File: src/rtl/liteeth_sram_fifo_ctrl_if.sv
// Stream and SRAM-macro signal bundle for liteeth_sram_fifo_ctrl.
// The master modport is the controller; the slave modport is its environment (pusher, popper, macro).
interface liteeth_sram_fifo_ctrl_if #(
  parameter int BITS       = 64,
  parameter int ADDR_WIDTH = 6
);
  logic                  wr_valid;
  logic                  wr_ready;
  logic [BITS-1:0]       wr_data;
  logic                  rd_valid;
  logic                  rd_ready;
  logic [BITS-1:0]       rd_data;
  logic [ADDR_WIDTH+1:0] level;
  logic                  rw0_ce_in;
  logic                  rw0_we_in;
  logic [ADDR_WIDTH-1:0] rw0_addr_in;
  logic [BITS-1:0]       rw0_wd_in;
  logic                  r0_ce_in;
  logic [ADDR_WIDTH-1:0] r0_addr_in;
  logic [BITS-1:0]       r0_rd_out;

  modport master (
    input  wr_valid, wr_data, rd_ready, r0_rd_out,
    output wr_ready, rd_valid, rd_data, level,
           rw0_ce_in, rw0_we_in, rw0_addr_in, rw0_wd_in,
           r0_ce_in, r0_addr_in
  );

  modport slave (
    output wr_valid, wr_data, rd_ready, r0_rd_out,
    input  wr_ready, rd_valid, rd_data, level,
           rw0_ce_in, rw0_we_in, rw0_addr_in, rw0_wd_in,
           r0_ce_in, r0_addr_in
  );
endinterface

File: src/rtl/liteeth_sram_fifo_ctrl.sv
// FWFT FIFO controller over a 1rw1r SRAM macro with a two-entry output buffer.
// Optional macro LITEETH_SRAM_FIFO_BYPASS_EN routes pushes straight into the output buffer when the FIFO is drained.
module liteeth_sram_fifo_ctrl #(
  parameter int BITS       = 64,
  parameter int WORD_DEPTH = 64,
  parameter int ADDR_WIDTH = 6
) (
  input  logic sys_clk,
  input  logic sys_rst,
  liteeth_sram_fifo_ctrl_if.master bus
);
  localparam int LW = ADDR_WIDTH + 2;
  localparam logic [ADDR_WIDTH:0] DEPTH_CNT = (ADDR_WIDTH+1)'(WORD_DEPTH);

  logic [ADDR_WIDTH-1:0] wptr;
  logic [ADDR_WIDTH-1:0] rptr;
  logic [ADDR_WIDTH:0]   scount;
  logic                  inflight;
  logic [1:0]            ocount;
  logic                  hd;
  logic [BITS-1:0]       obuf [2];

  logic            push;
  logic            pop;
  logic            issue;
  logic            bypass;
  logic            sram_wr;
  logic            buf_wr;
  logic            wslot;
  logic [1:0]      occ;
  logic [BITS-1:0] buf_din;

  assign bus.wr_ready = !sys_rst && (scount < DEPTH_CNT);
  assign bus.rd_valid = (ocount != 2'd0);
  assign bus.rd_data  = obuf[hd];
  assign bus.level    = LW'(scount) + LW'(inflight) + LW'(ocount);

  assign push = bus.wr_valid && bus.wr_ready;
  assign pop  = bus.rd_valid && bus.rd_ready;

  // Buffer slots committed or reserved; a read may only be issued if its return will fit.
  assign occ   = ocount + {1'b0, inflight};
  assign issue = (scount != '0) && ((occ < 2'd2) || ((occ == 2'd2) && pop));

  always_comb begin
    bypass = 1'b0;
`ifdef LITEETH_SRAM_FIFO_BYPASS_EN
    bypass = push && (scount == '0) && !inflight && ((ocount != 2'd2) || pop);
`else
    bypass = 1'b0;
`endif
  end

  assign sram_wr = push && !bypass;
  // Return and bypass are exclusive: bypass requires no read in flight.
  assign buf_wr  = inflight || bypass;
  assign buf_din = inflight ? bus.r0_rd_out : bus.wr_data;
  // Tail slot; with two entries held and a pop, this is the slot being vacated.
  assign wslot   = hd ^ ocount[0];

  assign bus.rw0_ce_in   = sram_wr;
  assign bus.rw0_we_in   = sram_wr;
  assign bus.rw0_addr_in = wptr;
  assign bus.rw0_wd_in   = sram_wr ? bus.wr_data : '0;
  assign bus.r0_ce_in    = issue;
  assign bus.r0_addr_in  = rptr;

  always_ff @(posedge sys_clk or posedge sys_rst) begin
    if (sys_rst) begin
      wptr     <= '0;
      rptr     <= '0;
      scount   <= '0;
      inflight <= 1'b0;
      ocount   <= 2'd0;
      hd       <= 1'b0;
    end else begin
      if (sram_wr) wptr <= wptr + 1'b1;
      if (issue)   rptr <= rptr + 1'b1;
      case ({sram_wr, issue})
        2'b10:   scount <= scount + 1'b1;
        2'b01:   scount <= scount - 1'b1;
        default: scount <= scount;
      endcase
      inflight <= issue;
      case ({buf_wr, pop})
        2'b10:   ocount <= ocount + 2'd1;
        2'b01:   ocount <= ocount - 2'd1;
        default: ocount <= ocount;
      endcase
      if (pop) hd <= ~hd;
    end
  end

  // Output buffer storage; cleared on reset so rd_data reads zero while empty after reset.
  always_ff @(posedge sys_clk or posedge sys_rst) begin
    if (sys_rst) begin
      obuf[0] <= '0;
      obuf[1] <= '0;
    end else if (buf_wr) begin
      obuf[wslot] <= buf_din;
    end
  end
endmodule

File: src/flat_wrapper.sv
// flat-port wrapper written by rule: the top's interface ports become plain ports
module liteeth_sram_fifo_ctrl_flat 
#(
  parameter int BITS       = 64,
  parameter int WORD_DEPTH = 64,
  parameter int ADDR_WIDTH = 6
)
  (sys_clk, sys_rst, bus_wr_valid, bus_wr_data, bus_rd_ready, bus_r0_rd_out, bus_wr_ready, bus_rd_valid, bus_rd_data, bus_level, bus_rw0_ce_in, bus_rw0_we_in, bus_rw0_addr_in, bus_rw0_wd_in, bus_r0_ce_in, bus_r0_addr_in);
  liteeth_sram_fifo_ctrl_if #(.BITS(BITS), .ADDR_WIDTH(ADDR_WIDTH)) bus_i ();
  input  logic sys_clk;
  input  logic sys_rst;
  input wire logic [$bits(bus_i.wr_valid)-1:0] bus_wr_valid;
  input wire logic [$bits(bus_i.wr_data)-1:0] bus_wr_data;
  input wire logic [$bits(bus_i.rd_ready)-1:0] bus_rd_ready;
  input wire logic [$bits(bus_i.r0_rd_out)-1:0] bus_r0_rd_out;
  output wire logic [$bits(bus_i.wr_ready)-1:0] bus_wr_ready;
  output wire logic [$bits(bus_i.rd_valid)-1:0] bus_rd_valid;
  output wire logic [$bits(bus_i.rd_data)-1:0] bus_rd_data;
  output wire logic [$bits(bus_i.level)-1:0] bus_level;
  output wire logic [$bits(bus_i.rw0_ce_in)-1:0] bus_rw0_ce_in;
  output wire logic [$bits(bus_i.rw0_we_in)-1:0] bus_rw0_we_in;
  output wire logic [$bits(bus_i.rw0_addr_in)-1:0] bus_rw0_addr_in;
  output wire logic [$bits(bus_i.rw0_wd_in)-1:0] bus_rw0_wd_in;
  output wire logic [$bits(bus_i.r0_ce_in)-1:0] bus_r0_ce_in;
  output wire logic [$bits(bus_i.r0_addr_in)-1:0] bus_r0_addr_in;
  assign bus_i.wr_valid = bus_wr_valid;
  assign bus_i.wr_data = bus_wr_data;
  assign bus_i.rd_ready = bus_rd_ready;
  assign bus_i.r0_rd_out = bus_r0_rd_out;
  assign bus_wr_ready = bus_i.wr_ready;
  assign bus_rd_valid = bus_i.rd_valid;
  assign bus_rd_data = bus_i.rd_data;
  assign bus_level = bus_i.level;
  assign bus_rw0_ce_in = bus_i.rw0_ce_in;
  assign bus_rw0_we_in = bus_i.rw0_we_in;
  assign bus_rw0_addr_in = bus_i.rw0_addr_in;
  assign bus_rw0_wd_in = bus_i.rw0_wd_in;
  assign bus_r0_ce_in = bus_i.r0_ce_in;
  assign bus_r0_addr_in = bus_i.r0_addr_in;
  liteeth_sram_fifo_ctrl #(.BITS(BITS), .WORD_DEPTH(WORD_DEPTH), .ADDR_WIDTH(ADDR_WIDTH)) u_core (.sys_clk(sys_clk), .sys_rst(sys_rst), .bus(bus_i));
endmodule
File: config.mk
export PLATFORM = sky130hd
export DESIGN_NAME = liteeth_sram_fifo_ctrl_flat
export DESIGN_NICKNAME = d
export VERILOG_FILES = /design/src/rtl/liteeth_sram_fifo_ctrl_if.sv /design/src/rtl/liteeth_sram_fifo_ctrl.sv /design/src/flat_wrapper.sv
export SDC_FILE = /design/constraint.sdc
export NUM_CORES = 1
export LEC_CHECK = 0
export BUFFER_PORTS_ARGS = -buffer_cell sky130_fd_sc_hd__buf_2
export CORE_ASPECT_RATIO = 2
export CORE_MARGIN = 4
export CORE_UTILIZATION = 50
export DETAILED_ROUTE_END_ITERATION = 8
export PLACE_DENSITY = 0.81
export SLEW_MARGIN = 20
export SYNTH_ARGS = -nofsm -noshare
export SYNTH_HDL_FRONTEND = slang
export SYNTH_SLANG_ARGS = --single-unit
export TNS_END_PERCENT = 30
File: constraint.sdc
create_clock -name sys_clk -period 6 [get_ports sys_clk]
set_clock_uncertainty 0.05 [all_clocks]
set_input_delay 0.9 -clock sys_clk [delete_from_list [all_inputs] [get_ports sys_clk]]
set_output_delay 0.9 -clock sys_clk [all_outputs]
set_load 0.03 [all_outputs]
# --- Word level (Yosys, flattened, before mapping) ---
# Cells that the tools add are included.
op_classes:
  addsub: 9
  n_mul: 0
  div_mod_pow: 0
  n_lt_le_gt_ge: 5
  n_eq_ne: 5
  shift: 0
  mux: 10
  bitwise: 4
  n_reduce_logical: 12
ops:
  columns: ["op", "n"]
  rows:
  - ["64-bit two-way mux", 6]
  - ["128-bit bitwise mux", 1]
  - ["64-bit demux with 1-bit select", 1]
  - ["7-bit one-hot mux with 2 select lines", 1]
  - ["6-bit by 1-bit adder with 6-bit output, second input constant", 2]
  - ["7-bit by 1-bit adder with 8-bit output", 1]
  - ["8-bit by 2-bit adder with 8-bit output", 1]
  - ["7-bit by 1-bit adder with 7-bit output, second input constant", 1]
  - ["7-bit less-than comparator, second input constant", 1]
  - ["7-bit nonzero test", 1]
  - ["7-bit by 1-bit subtractor with 7-bit output, second input constant", 1]
  - ["2-bit equality test, second input constant", 3]
  - ["1-bit logical AND", 6]
  - ["2-bit nonzero test", 3]
  - ["2-bit by 1-bit equality test with 1-bit output, second input constant", 2]
  - ["2-bit greater-or-equal comparator, second input constant", 2]
  - ["1-bit inverter with 2-bit output", 2]
  - ["2-bit one-hot mux with 2 select lines", 1]
  - ["2-bit by 1-bit adder with 2-bit output", 1]
  - ["2-bit by 1-bit adder with 2-bit output, second input constant", 1]
  - ["2-bit by 1-bit less-than comparator with 1-bit output, second input constant", 1]
  - ["2-bit less-than comparator, second input constant", 1]
  - ["2-bit by 1-bit subtractor with 2-bit output, second input constant", 1]
  - ["1-bit logical NOT", 1]
  - ["3 further kinds", 3]
word_totals:
  regBits: 151
  latch_bits: 0
  ramBits: 0
  rom_bits: 0
  inputBits: 132
  output_inout_bits: 153
  wordCells: 53
  n_memories: 0

# --- Longest topological paths before layout ---
# Gate-level depths: netlist of the first run.
logic_depth:
  word_depth: 7
  ltp_mapped: 12
  depth_no_buf: 12

# --- Least setup slack after synthesis of the first run ---
# No wires, ideal clock.
synth_timing:
  path_kind: "input to register"
  startpoint: "input port sys_rst"
  endpoint: "register u_core.scount[6]"
  setup_time_ns: 0.130
  arrival_time_ns: 3.349
  t_required_ns: 5.820
  path_slack_ns: 2.470
  stages: 9
  n_path_buf: 1
  cell_sequence: "nor3b_2 -> clkbuf_1 -> inv_1 -> ha_1 -> ha_1 -> or4b_2 -> o31ai_1 -> a211oi_1 -> xnor2_1"
synth_via:
  elab_chain_cells: 5
  elab_cells_between_ends: 7
  classes_between: "eq/ne (2); mux (1); reduce/logical (4)"
synth_rtl:
  columns: ["item", "line", "text"]
  rows:
  - ["start, declared", "flat_wrapper.sv:11", "input logic sys_rst;"]
  - ["1-bit logical NOT (no line) (*)", null, null]
  - ["1-bit logical AND (*)", "liteeth_sram_fifo_ctrl.sv:33", "assign bus.wr_ready = !sys_rst && (scount < DEPTH_CNT);"]
  - ["1-bit logical AND (*)", "liteeth_sram_fifo_ctrl.sv:38", "assign push = bus.wr_valid && bus.wr_ready;"]
  - ["net bus_rw0_ce_in", "flat_wrapper.sv:20", "output wire logic [$bits(bus_i.rw0_ce_in)-1:0] bus_rw0_ce_in;"]
  - ["2-bit by 1-bit equality test with 1-bit output or 2-bit equality test (tied branches)", "liteeth_sram_fifo_ctrl.sv:79", "case ({sram_wr, issue})"]
  - ["7-bit one-hot mux with 2 select lines or 2-bit nonzero test (tied branches)", null, null]
  - ["end signal, assigned", "liteeth_sram_fifo_ctrl.sv:80", "2'b10: scount <= scount + 1'b1;"]
  - ["end signal, assigned", "liteeth_sram_fifo_ctrl.sv:81", "2'b01: scount <= scount - 1'b1;"]
  - ["end signal, assigned", "liteeth_sram_fifo_ctrl.sv:82", "default: scount <= scount;"]
  - ["end, declared", "liteeth_sram_fifo_ctrl.sv:17", "logic [ADDR_WIDTH:0] scount;"]
# Mark *: on every way through the listed nets, which the timed path passes. The rest lies on a longest branch.
# A chain may end at the register's enable or synchronous reset.

# --- Worst setup path after layout of the first run ---
layout_timing:
  startpoint: "register u_core.ocount[0]"
  endpoint: "register u_core.scount[6]"
layout_via:
  elab_chain_cells: 7
  elab_cells_between_ends: 12
  classes_between: "add/sub (1); order compare (1); eq/ne (3); mux (1); reduce/logical (6)"
layout_rtl:
  columns: ["item", "line", "text"]
  rows:
  - ["start, declared", "liteeth_sram_fifo_ctrl.sv:19", "logic [1:0] ocount;"]
  - ["start signal, assigned", "liteeth_sram_fifo_ctrl.sv:86", "2'b10: ocount <= ocount + 2'd1;"]
  - ["start signal, assigned", "liteeth_sram_fifo_ctrl.sv:87", "2'b01: ocount <= ocount - 2'd1;"]
  - ["start signal, assigned", "liteeth_sram_fifo_ctrl.sv:88", "default: ocount <= ocount;"]
  - ["2-bit by 1-bit adder with 2-bit output or 2-bit nonzero test (tied branches)", "liteeth_sram_fifo_ctrl.sv:42, liteeth_sram_fifo_ctrl.sv:34", null]
  - ["2-bit equality test or 1-bit logical AND (tied branches)", "liteeth_sram_fifo_ctrl.sv:43, liteeth_sram_fifo_ctrl.sv:39", null]
  - ["1-bit logical AND", "liteeth_sram_fifo_ctrl.sv:43", "assign issue = (scount != '0) && ((occ < 2'd2) || ((occ == 2'd2) && pop));"]
  - ["1-bit logical OR (*)", "liteeth_sram_fifo_ctrl.sv:43", null]
  - ["1-bit logical AND (*)", "liteeth_sram_fifo_ctrl.sv:43", null]
  - ["2-bit by 1-bit equality test with 1-bit output or 2-bit equality test (tied branches)", "liteeth_sram_fifo_ctrl.sv:79", null]
  - ["7-bit one-hot mux with 2 select lines or 2-bit nonzero test (tied branches)", null, null]
# Mark *: on every way between the ends. The rest lies on a longest branch, timed or not.

==> flow_summary.ini, run 1 <==
[global_route]
grt-busiest-layer = met2
grt_overflow = 0
antenna_found_initial = 2
grt_use_total = 0.2269
grt_pass1_vias = 6148
grt_max_degree = 97
use_met3 = 0.05033
grt_first_pass_wirelength_mm = 29.88
use_met2 = 0.4195
met1_usage = 0.2124

[sta]
finalSetupTns_ps = 0
fmax_ghz = 0.2894
tightest_slew_ps = 902.8
slew_headroom = 0.3981
slew_viol_final = 0
final-setup-viol-count = 0
finalWorstSetupSlack_ps = 2545
rsz0062_at_grt = false
finalCriticalPeriod_ps = 3455
period_share = 0.5758
hold_violations = 0

[power]
p_leak_nw = 4.914
switching_share = 0.4285
power.net_switching_mw = 3.140
vdd_drop_max_mv = 0.5654
p_clk_frac = 0.143
pwr-share-seq = 0.262
comb_power_share = 0.595
power_density_nw_per_um2 = 752.3
internal-power_mw = 4.188

[detailed_routing]
via_per_inst = 5.167
ant_nets = 0
dr.first_iter.drc_count = 148
wl_per_cell_um = 18.39
first_pass_iters = 4
vias = 5379
drc = 0
wl_mm = 19.15

[setup_path]
worstReg2RegStart = u_core.ocount[0]
critical_path_class = flip-flop to flip-flop
cp-end-kind = flip-flop
critPathMaxFanout = 9
reg2reg_depth = 11
worstSetupStartpointType = flip-flop
cp.arrival_ps = 3690
reg2reg_to = u_core.scount[6]
crit_required_ps = 6240
reg2reg_slack_ps = 2540

[clocking]
clock_sinks = 151
clkLatencyLatePin_ps = 420
cts-buffers-inserted = 17
clk_pin_slew_ps = 60
cts_root_buf = clkbuf_16
cts_hold_buf = 0
postCtsSetupBuffers = 0
cts_tree = done
htree_levels = 4
cts_resized = 0
max-clock-path-buffers = 2

[synth]
ys_types = 39
synth_compound_area_frac = 0.01656
synth_fp_nets = 701
ys.flop_type = dfrtp_1
synth_warnings = 0
synth_top_family_by_area = multiplexers
ys_seq_elements = 151
avgSynthCellArea_um2 = 13.75
synth_fa_ha_area_frac = 0.02591
synthMuxAreaShare = 0.3172
synth-simple-area-share = 0.08659
synth_area_um2 = 7630
synth-seq-area-share = 0.4952
synth_xor_area_frac = 0.02755
async_flop_share = 1.000
synth_cells = 555
synth_edf_count = 0

[hold_path]
hold-path-cell-count = 1
hold_path_end = u_core.bus.r0_addr_in[5]
hold_class = flip-flop to flip-flop
min_from = u_core.bus.r0_addr_in[5]

[floorplanning]
core_area_um2 = 14900
rows = 63
start_util = 0.5121
die_x_um = 95.35
die_area_um2 = 17420
die_h_um = 182.7
io_pins = 285

[flow_run]
max_cap_violations = 0

[layout]
drive_above_1_share = 0.6166
nets = 978
mostFrequentLayoutCell = buf_2
final_cell_mix = buf_2, dfrtp_1, mux2_2
area_growth_pct = 27.66
post-route-util = 0.6538

[placement]
dp_hpwl_mm = 14.36
dp_slack_ps = 2369
gp_congestion = 0.9466
numPortBuffers = 284

[run_status]
status = complete, no violations
-- metal layers --
layer	part of all wire	vias to the layer above
met5	0.00068	-
met4	0.057	2
met3	0.061	52
met2	0.55	237
met1	0.33	2610
li1	-	2478
-- worst max-delay path by stage --
stage	start	endpoint	depth (start not counted)
2_1_floorplan	sys_rst	u_core.buf_wr	1
3_3_place_gp	sys_rst	u_core.scount[6]	10
3_5_place_dp	sys_rst	u_core.scount[6]	10
4_1_cts	u_core.ocount[0]	u_core.scount[6]	12
5_1_grt	u_core.ocount[0]	u_core.scount[6]	11
6_report	u_core.ocount[0]	u_core.scount[6]	11
-- worst max-delay path: stages, from the launching register on --
cell	delay (ps)
dfrtp_1	470
ha_1	320
nand2b_1	140
a22oi_1	390
nand2_1	180
inv_1	130
ha_1	350
ha_1	330
or4b_2	640
o31ai_1	90
a211oi_1	100
xnor2_1	140
-- power by group through the flow --
stage          logic [mW]  registers, mW  clock network, mW
4_1_cts              4.41           1.92               1.08
6_report             4.36           1.92               1.05
5_1_grt              4.65           1.98               1.12
3_5_place_dp         4.40           1.92                  0
2_1_floorplan        3.50           1.88                  0
3_3_place_gp         4.34           1.90                  0
-- Yosys cell counts, types with 2 or more instances --
| library cell | number | area [um^2] |
|---|---|---|
| a211oi_1 | 4 | 30.03 |
| a21o_1 | 3 | 22.52 |
| a21oi_1 | 2 | 10.01 |
| a22oi_1 | 2 | 15.01 |
| and2_1 | 65 | 406.6 |
| and3_1 | 3 | 18.77 |
| and4_1 | 2 | 17.52 |
| buf_2 | 12 | 60.06 |
| buf_6 | 8 | 90.09 |
| clkbuf_1 | 9 | 33.78 |
| dfrtp_1 | 151 | 3779 |
| fa_1 | 3 | 60.06 |
| ha_1 | 11 | 137.6 |
| inv_1 | 11 | 41.29 |
| mux2_2 | 134 | 1509 |
| mux2_4 | 60 | 900.9 |
| nand2_1 | 10 | 37.54 |
| nand2b_1 | 4 | 25.02 |
| nand3_1 | 7 | 35.03 |
| nand3b_1 | 2 | 15.01 |
| nand4_1 | 2 | 12.51 |
| nor2_1 | 5 | 18.77 |
| nor2b_1 | 2 | 12.51 |
| nor4_1 | 2 | 12.51 |
| o21ai_0 | 5 | 25.02 |
| xnor2_1 | 16 | 140.1 |
| xor2_1 | 8 | 70.07 |
-- registers in the layout, indices dropped and copies added, names as in the netlist --
signal	count
u_core.bus.rw0_addr_in	6
u_core.buf_wr	1
u_core.hd	1
u_core.bus.r0_addr_in	6
u_core.scount	7
u_core.ocount	2
u_core.obuf	128
-- area by class of cell --
| type | instances | area [um^2] |
|---|---|---|
| timing repair buffer | 289 | 1459 |
| inverter | 11 | 46.29 |
| antenna | 1 | 2.502 |
| tap | 195 | 244.0 |
| clock inverter | 11 | 122.6 |
| fill | 1167 | 5157 |
| multi-input combinational | 362 | 3626 |
| sequential | 151 | 3780 |
| clock buffer | 21 | 460.4 |
-- per-stage QoR --
| step | area (um^2) | total power [mW] | cells | hold WS (ps) |
|---|---|---|---|---|
| 2_1_floorplan | 7630 | 5.374 | 555 | 423.7 |
| 3_3_place_gp | 9155 | 6.234 | 1008 | 413.2 |
| 3_5_place_dp | 9155 | 6.328 | 1008 | 430.4 |
| 4_1_cts | 9738 | 7.406 | 1040 | 439.6 |
| 5_1_grt | 9741 | 7.751 | 1041 | 458.1 |
| 6_report | 9741 | 7.328 | 1041 | 426.1 |
-- kinds of logic after synthesis --
kind of cell,count (synthesis)
mux,195
fa+ha+maj,14
xor+xnor,24
compound gates,19
simple gates,110
flops,151
buf+inv,42
Power figures use the tool's default switching activity.
==> run 2, diff against run 1 <==
--- a/config.mk
+++ b/config.mk
@@ -5,12 +5,13 @@
 export SDC_FILE = /design/constraint.sdc
 export NUM_CORES = 1
 export LEC_CHECK = 0
+export ABC_AREA = 1
 export BUFFER_PORTS_ARGS = -buffer_cell sky130_fd_sc_hd__buf_2
 export CORE_ASPECT_RATIO = 2
 export CORE_MARGIN = 4
-export CORE_UTILIZATION = 50
+export CORE_UTILIZATION = 46
 export DETAILED_ROUTE_END_ITERATION = 8
-export PLACE_DENSITY = 0.81
+export PLACE_DENSITY = 0.77
 export SLEW_MARGIN = 20
 export SYNTH_ARGS = -nofsm -noshare
 export SYNTH_HDL_FRONTEND = slang
==> constraint.sdc (replaced) <==
create_clock -name sys_clk -period 3.1 [get_ports sys_clk]
set_clock_uncertainty 0.05 [all_clocks]
set_input_delay 0.465 -clock sys_clk [delete_from_list [all_inputs] [get_ports sys_clk]]
set_output_delay 0.465 -clock sys_clk [all_outputs]
set_load 0.03 [all_outputs]
==> run 2 against run 1 <==
  * Worst setup slack worse by 2300 ps
  * Combinational power grew 80%
  * Sequential power grew 86%
  * Register-to-register slack got worse by 2200 ps
  * Non-clock buffer count grew 5
  * Clock-buffer cell count down 1
  * Power is 82% higher
  * Die area up 16%
  * Critical endpoint is now bus_level[6]
==> flow_summary.ini, run 2 <==
[synth]
synth_top_area_frac = 0.4612
synth.most_common_cell = nand2_1
avgSynthCellArea_um2 = 7.174
ys_seq_elements = 151
synth_warnings = 0
netlist_top_cells_area = dfrtp_1, o21ai_0, nand2_1
synth_commonest_cells = nand2_1, o21ai_0, inv_1, dfrtp_1, nor2_1
synth_cells = 1142
synth_edf_count = 0
ys.flop_type = dfrtp_1
async_flop_share = 1.000
synth-seq-area-share = 0.4612
synth_area_um2 = 8193
synth_fp_nets = 1288
ys_types = 22
synth_top_cell_by_area = dfrtp_1

[clocking]
cts_tree = done
clk_pin_slew_ps = 70
cts_hold_buf = 0
clkLatencyLatePin_ps = 410
max-clock-path-buffers = 2
postCtsSetupBuffers = 0
cts_root_buf = clkbuf_16
htree_levels = 4
cts_resized = 0
clock_sinks = 151
cts-buffers-inserted = 17

[power]
power_density_nw_per_um2 = 1299
internal-power_mw = 6.354
power.net_switching_mw = 6.951
switching_share = 0.5224
p_leak_nw = 5.711
vdd_drop_max_mv = 1.382
p_clk_frac = 0.142
pwr-share-seq = 0.269
comb_power_share = 0.589

[sta]
slew_headroom = 0.4012
finalWorstSetupSlack_ps = 211.2
hold_violations = 0
tightest_slew_ps = 898.2
final-setup-viol-count = 0
fmax_ghz = 0.3462
rsz0062_at_grt = false
finalSetupTns_ps = 0
whs_ps = 176.7
finalCriticalPeriod_ps = 2889
slew_viol_final = 0
period_share = 0.9319

[setup_path]
worstReg2RegStart = u_core.buf_wr
reg2reg_slack_ps = 390
cp-end-kind = output port
crit_required_ps = 2580
reg2reg_to = u_core.scount[6]
setup.worst_path.start = u_core.ocount[0]
worstSetupStartpointType = flip-flop
critPathMaxFanout = 6
critical_path_class = flip-flop to output port
cp.arrival_ps = 2370
crit_end = bus_level[6]
reg2reg_depth = 15

[layout]
reg.largest.list = u_core.obuf: 128 flops, u_core.scount: 7 flops
finalInstanceArea_um2 = 10240
largest_reg_flops = 128
nets = 1536
final_cell_mix = nand2_1, buf_2, o21ai_0
drive_above_1_share = 0.2373
area_growth_pct = 25.00
num_antenna_cells = 0
top_register = u_core.obuf
mostFrequentLayoutCell = nand2_1
fillCellCount = 1691

[placement]
dp_slack_ps = 376.2
dp_hpwl_mm = 15.32
gp_congestion = 0.9042
numPortBuffers = 284
placed_area_um2 = 9698

[hold_path]
hold_class = input port to asynchronous set/reset pin

[detailed_routing]
via_per_inst = 4.831
first_pass_iters = 4
wl_mm = 21.26
dr.first_iter.drc_count = 278
ant_nets = 0
drc = 0
wl_per_cell_um = 13.18
vias = 7793

[global_route]
antenna_found_initial = 0
grt_pass1_vias = 7580
grt_first_pass_wirelength_mm = 35.46
grt_overflow = 0
grt_max_degree = 152
grt_use_total = 0.2166

[floorplanning]
core_area_um2 = 17360
die_h_um = 196.7
die_area_um2 = 20140
rows = 68
start_util = 0.4720
die_x_um = 102.4
io_pins = 285

[flow_run]
max_cap_violations = 0

[run_status]
status = complete, no violations
[run 2: final cells by class]
class / instances / area (um^2) / share of cell area
Sequential cell: 151 / 3786 / 0.3697
Clock buffer: 20 / 446.7 / 0.04362
Multi-Input combinational cell: 711 / 3304 / 0.3227
Inverter: 215 / 810.8 / 0.07917
Clock inverter: 12 / 96.34 / 0.009407
Tap cell: 210 / 262.8 / 0.02566
Timing Repair Buffer: 294 / 1534 / 0.1498
[run 2: per-layer routing]
layer / track usage / wire, um / vias up
met3: 0.03011 / 974 / 28
met2: 0.3932 / 11530 / 192
li1: - / - / 3963
met5: 0 / 0 / -
met4: 0.06131 / 409 / 0
met1: 0.2626 / 8349 / 3610
[run 2: metrics by stage]
stage | std cells | power (mW) | utilization
floorplan | 1142 | 9.448 | -
global placement | 1581 | 11.33 | 0.5588
detailed placement | 1581 | 11.53 | 0.5588
CTS | 1613 | 13.47 | 0.5900
global route | 1613 | 14.62 | 0.5900
finish | 1613 | 13.30 | 0.5900
[run 2: how the worst min path moves through the flow]
stage                              startpoint                   endpoint  slack [ps]  cells past startpoint
finish                                sys_rst           u_core.scount[6]         180                      3
global route                          sys_rst   u_core.bus.r0_addr_in[5]         330                      3
CTS                                   sys_rst   u_core.bus.r0_addr_in[5]         300                      3
detailed placement  u_core.bus.rw0_addr_in[5]  u_core.bus.rw0_addr_in[5]         410                      1
global placement    u_core.bus.rw0_addr_in[5]  u_core.bus.rw0_addr_in[5]         410                      1
floorplan                    u_core.obuf[124]           u_core.obuf[124]         430                      2
[run 2: critical path: stages, from the launching register on]
cell and delay [ps]:
dfrtp_1 440, inv_1 110, fa_1 390, inv_1 90, fa_1 210, nand3_1 120
nor3_1 220, xor2_1 170, buf_2 210
[run 2: power by group through the flow]
stage	Sequential, mW	Clock [mW]	Combinational (mW)
floorplan	3.52	0	5.93
global placement	3.57	0	7.76
detailed placement	3.61	0	7.92
CTS	3.58	1.93	7.96
global route	3.71	2.03	8.88
finish	3.57	1.89	7.84
[run 2: cell families (layout without fill, tap and decap cells)]
group	count (synthesis)	count (layout)	synth area share
DFF	151	151	0.4612
buffers and inverters	280	541	0.1370
and+or+nand+nor	409	409	0.1920
xor gates and xnor gates	21	21	0.02245
AOI/OAI and AO/OA	267	267	0.1633
adders and majority gates	14	14	0.02413
==> run 3, diff against run 2 <==
--- a/config.mk
+++ b/config.mk
@@ -5,11 +5,10 @@
 export SDC_FILE = /design/constraint.sdc
 export NUM_CORES = 1
 export LEC_CHECK = 0
-export ABC_AREA = 1
 export BUFFER_PORTS_ARGS = -buffer_cell sky130_fd_sc_hd__buf_2
 export CORE_ASPECT_RATIO = 2
 export CORE_MARGIN = 4
-export CORE_UTILIZATION = 46
+export CORE_UTILIZATION = 45
 export DETAILED_ROUTE_END_ITERATION = 8
 export PLACE_DENSITY = 0.77
 export SLEW_MARGIN = 20
==> run 3 against run 2 <==
  * Cell area down 3.9%
  * Die area down 4.5%
  * Via count down 30%
  * Critical path depth up 4
  * Register-to-register slack worse by 170 ps
  * Worst hold slack better by 58 ps
  * Sequential share of layout area up 1.4 points
  * Worst setup slack better by 11 ps
  * Clock power up 4%
  * Clock-buffer cell count up 1
  * Sequential power up 3%
  * Largest power group unchanged
==> flow_summary.ini, run 3 (synthesis results as in run 1) <==
[sta]
fmax_ghz = 0.3475
final-setup-viol-count = 0
slew_headroom = 0.4657
period_share = 0.9283
tightest_slew_ps = 801.4
hold_violations = 0
finalCriticalPeriod_ps = 2878
slew_viol_final = 0
rsz0062_at_grt = false

[floorplanning]
core_area_um2 = 16680
start_util = 0.4574
io_pins = 285
rows = 67
die_h_um = 192.1
die_area_um2 = 19230
die_x_um = 100.1

[power]
power_density_nw_per_um2 = 1457
vdd_drop_max_mv = 0.8349
p_leak_nw = 4.965

[setup_path]
crit_required_ps = 3390
setup.worst_path.start = u_core.buf_wr
worstReg2RegStart = u_core.buf_wr
worstSetupStartpointType = flip-flop
critical_path_class = flip-flop to flip-flop
cp.arrival_ps = 3170
cp-end-kind = flip-flop
critPathMaxFanout = 4

[layout]
final_cell_mix = buf_2, dfrtp_1, mux2_2
reg.largest.list = u_core.obuf: 128 flops, u_core.scount: 7 flops
nets = 989
num_antenna_cells = 0
area_growth_pct = 29.01
finalInstanceArea_um2 = 9843
top_register = u_core.obuf
mostFrequentLayoutCell = buf_2
largest_reg_flops = 128
drive_above_1_share = 0.6238
fin_cells = 1063

[clocking]
max-clock-path-buffers = 2
cts_hold_buf = 0
htree_levels = 4
clock_sinks = 151
cts_root_buf = clkbuf_16
cts-buffers-inserted = 17
clkLatencyLatePin_ps = 420
clk_pin_slew_ps = 60
cts_tree = done

[global_route]
grt_first_pass_wirelength_mm = 31.97
antenna_found_initial = 1
grt_overflow = 0
grt_pass1_vias = 6057
grt_max_degree = 152
grt_use_total = 0.2209

[flow_run]
max_cap_violations = 0

[hold_path]
hold_class = input port to flip-flop
min_from = bus_r0_rd_out[49]

[placement]
dp_hpwl_mm = 15.66
placed_area_um2 = 9276
dp.cells = 1031
numPortBuffers = 284
gp_congestion = 0.8716

[detailed_routing]
drc = 0
ant_nets = 0
via_per_inst = 5.159
vias = 5484
wl_per_cell_um = 19.50
wl_mm = 20.73
first_pass_iters = 4
dr.first_iter.drc_count = 170

[run_status]
status = complete, no violations
-- run 3: changes by cell type in the layout (fill, tap and decap cells not counted), moves of 9 or more --
cell / delta
and2_1: +65
o21ai_1: -9
nor2_1: -71
nand3_1: -10
o21ai_0: -247
mux2_4: +60
mux2_2: +134
nand2_1: -298
inv_1: -204
-- run 3: path summary, 6_finish.rpt --
kind / end / slack (ps) / cells after the start
max: u_core.scount[6] / 220 / 12
min: u_core.obuf[113] / 230 / 2
max reg2reg: u_core.scount[6] / 220 / 12
min reg2reg: u_core.bus.r0_addr_in[5] / 430 / 1
max in group asynchronous: u_core.obuf[117] / 2140 / 3
min in group asynchronous: u_core.scount[6] / 270 / 3
-- run 3: report_power, final --
| part | internal, mW | total [mW] | switching, mW |
|---|---|---|---|
| Combinational | 3.99 | 8.70 | 4.71 |
| Clock | 1.15 | 1.97 | 0.825 |
| Sequential | 3.05 | 3.66 | 0.610 |
| Total | 8.20 | 14.3 | 6.14 |
-- run 3: worst max-delay path, stage by stage (launching register included) --
cell and delay [ps]:
dfrtp_1 400, ha_1 310, nand2b_1 150, a22oi_2 200, nand2_1 90, inv_1 80, ha_2 220, inv_1 90
fa_1 400, nand2b_1 210, a21o_1 190, a211oi_1 260, xnor2_1 150
-- run 3: repair_timing --
item / 4_1_cts / 5_1_grt
setup endpoints to repair: 0 / 2
resized for setup: 0 / 2
setup buffers: 0 / 0
-- run 3: metrics by stage --
stage	util	hold slack [ps]	worst slack (ps)	TNS (ps)	total power [mW]
2_1_floorplan	-	423.7	-143.7	-143.7	10.40
3_3_place_gp	0.5561	407.3	161.0	0	12.27
6_report	0.5900	234.8	222.3	0	14.34
4_1_cts	0.5896	210.9	66.30	0	14.47
5_1_grt	0.5900	206.9	28.02	0	15.21
3_5_place_dp	0.5561	416.2	103.2	0	12.42
-- run 3: metal layers --
metal / GRT usage / vias up / routed length (um)
met5: 0 / - / 0
met4: 0.08199 / 0 / 583
li1: - / 2494 / -
met1: 0.2494 / 2700 / 7902
met2: 0.4002 / 256 / 10970
met3: 0.05016 / 34 / 1274
-- run 3: cell type report --
type / instances / area (um^2)
fill: 1442 / 6839
sequential: 151 / 3780
multi-input combinational: 362 / 3633
tap: 207 / 259.0
clock inverter: 11 / 98.84
clock buffer: 21 / 460.4
timing repair buffer: 300 / 1567
inverter: 11 / 45.04
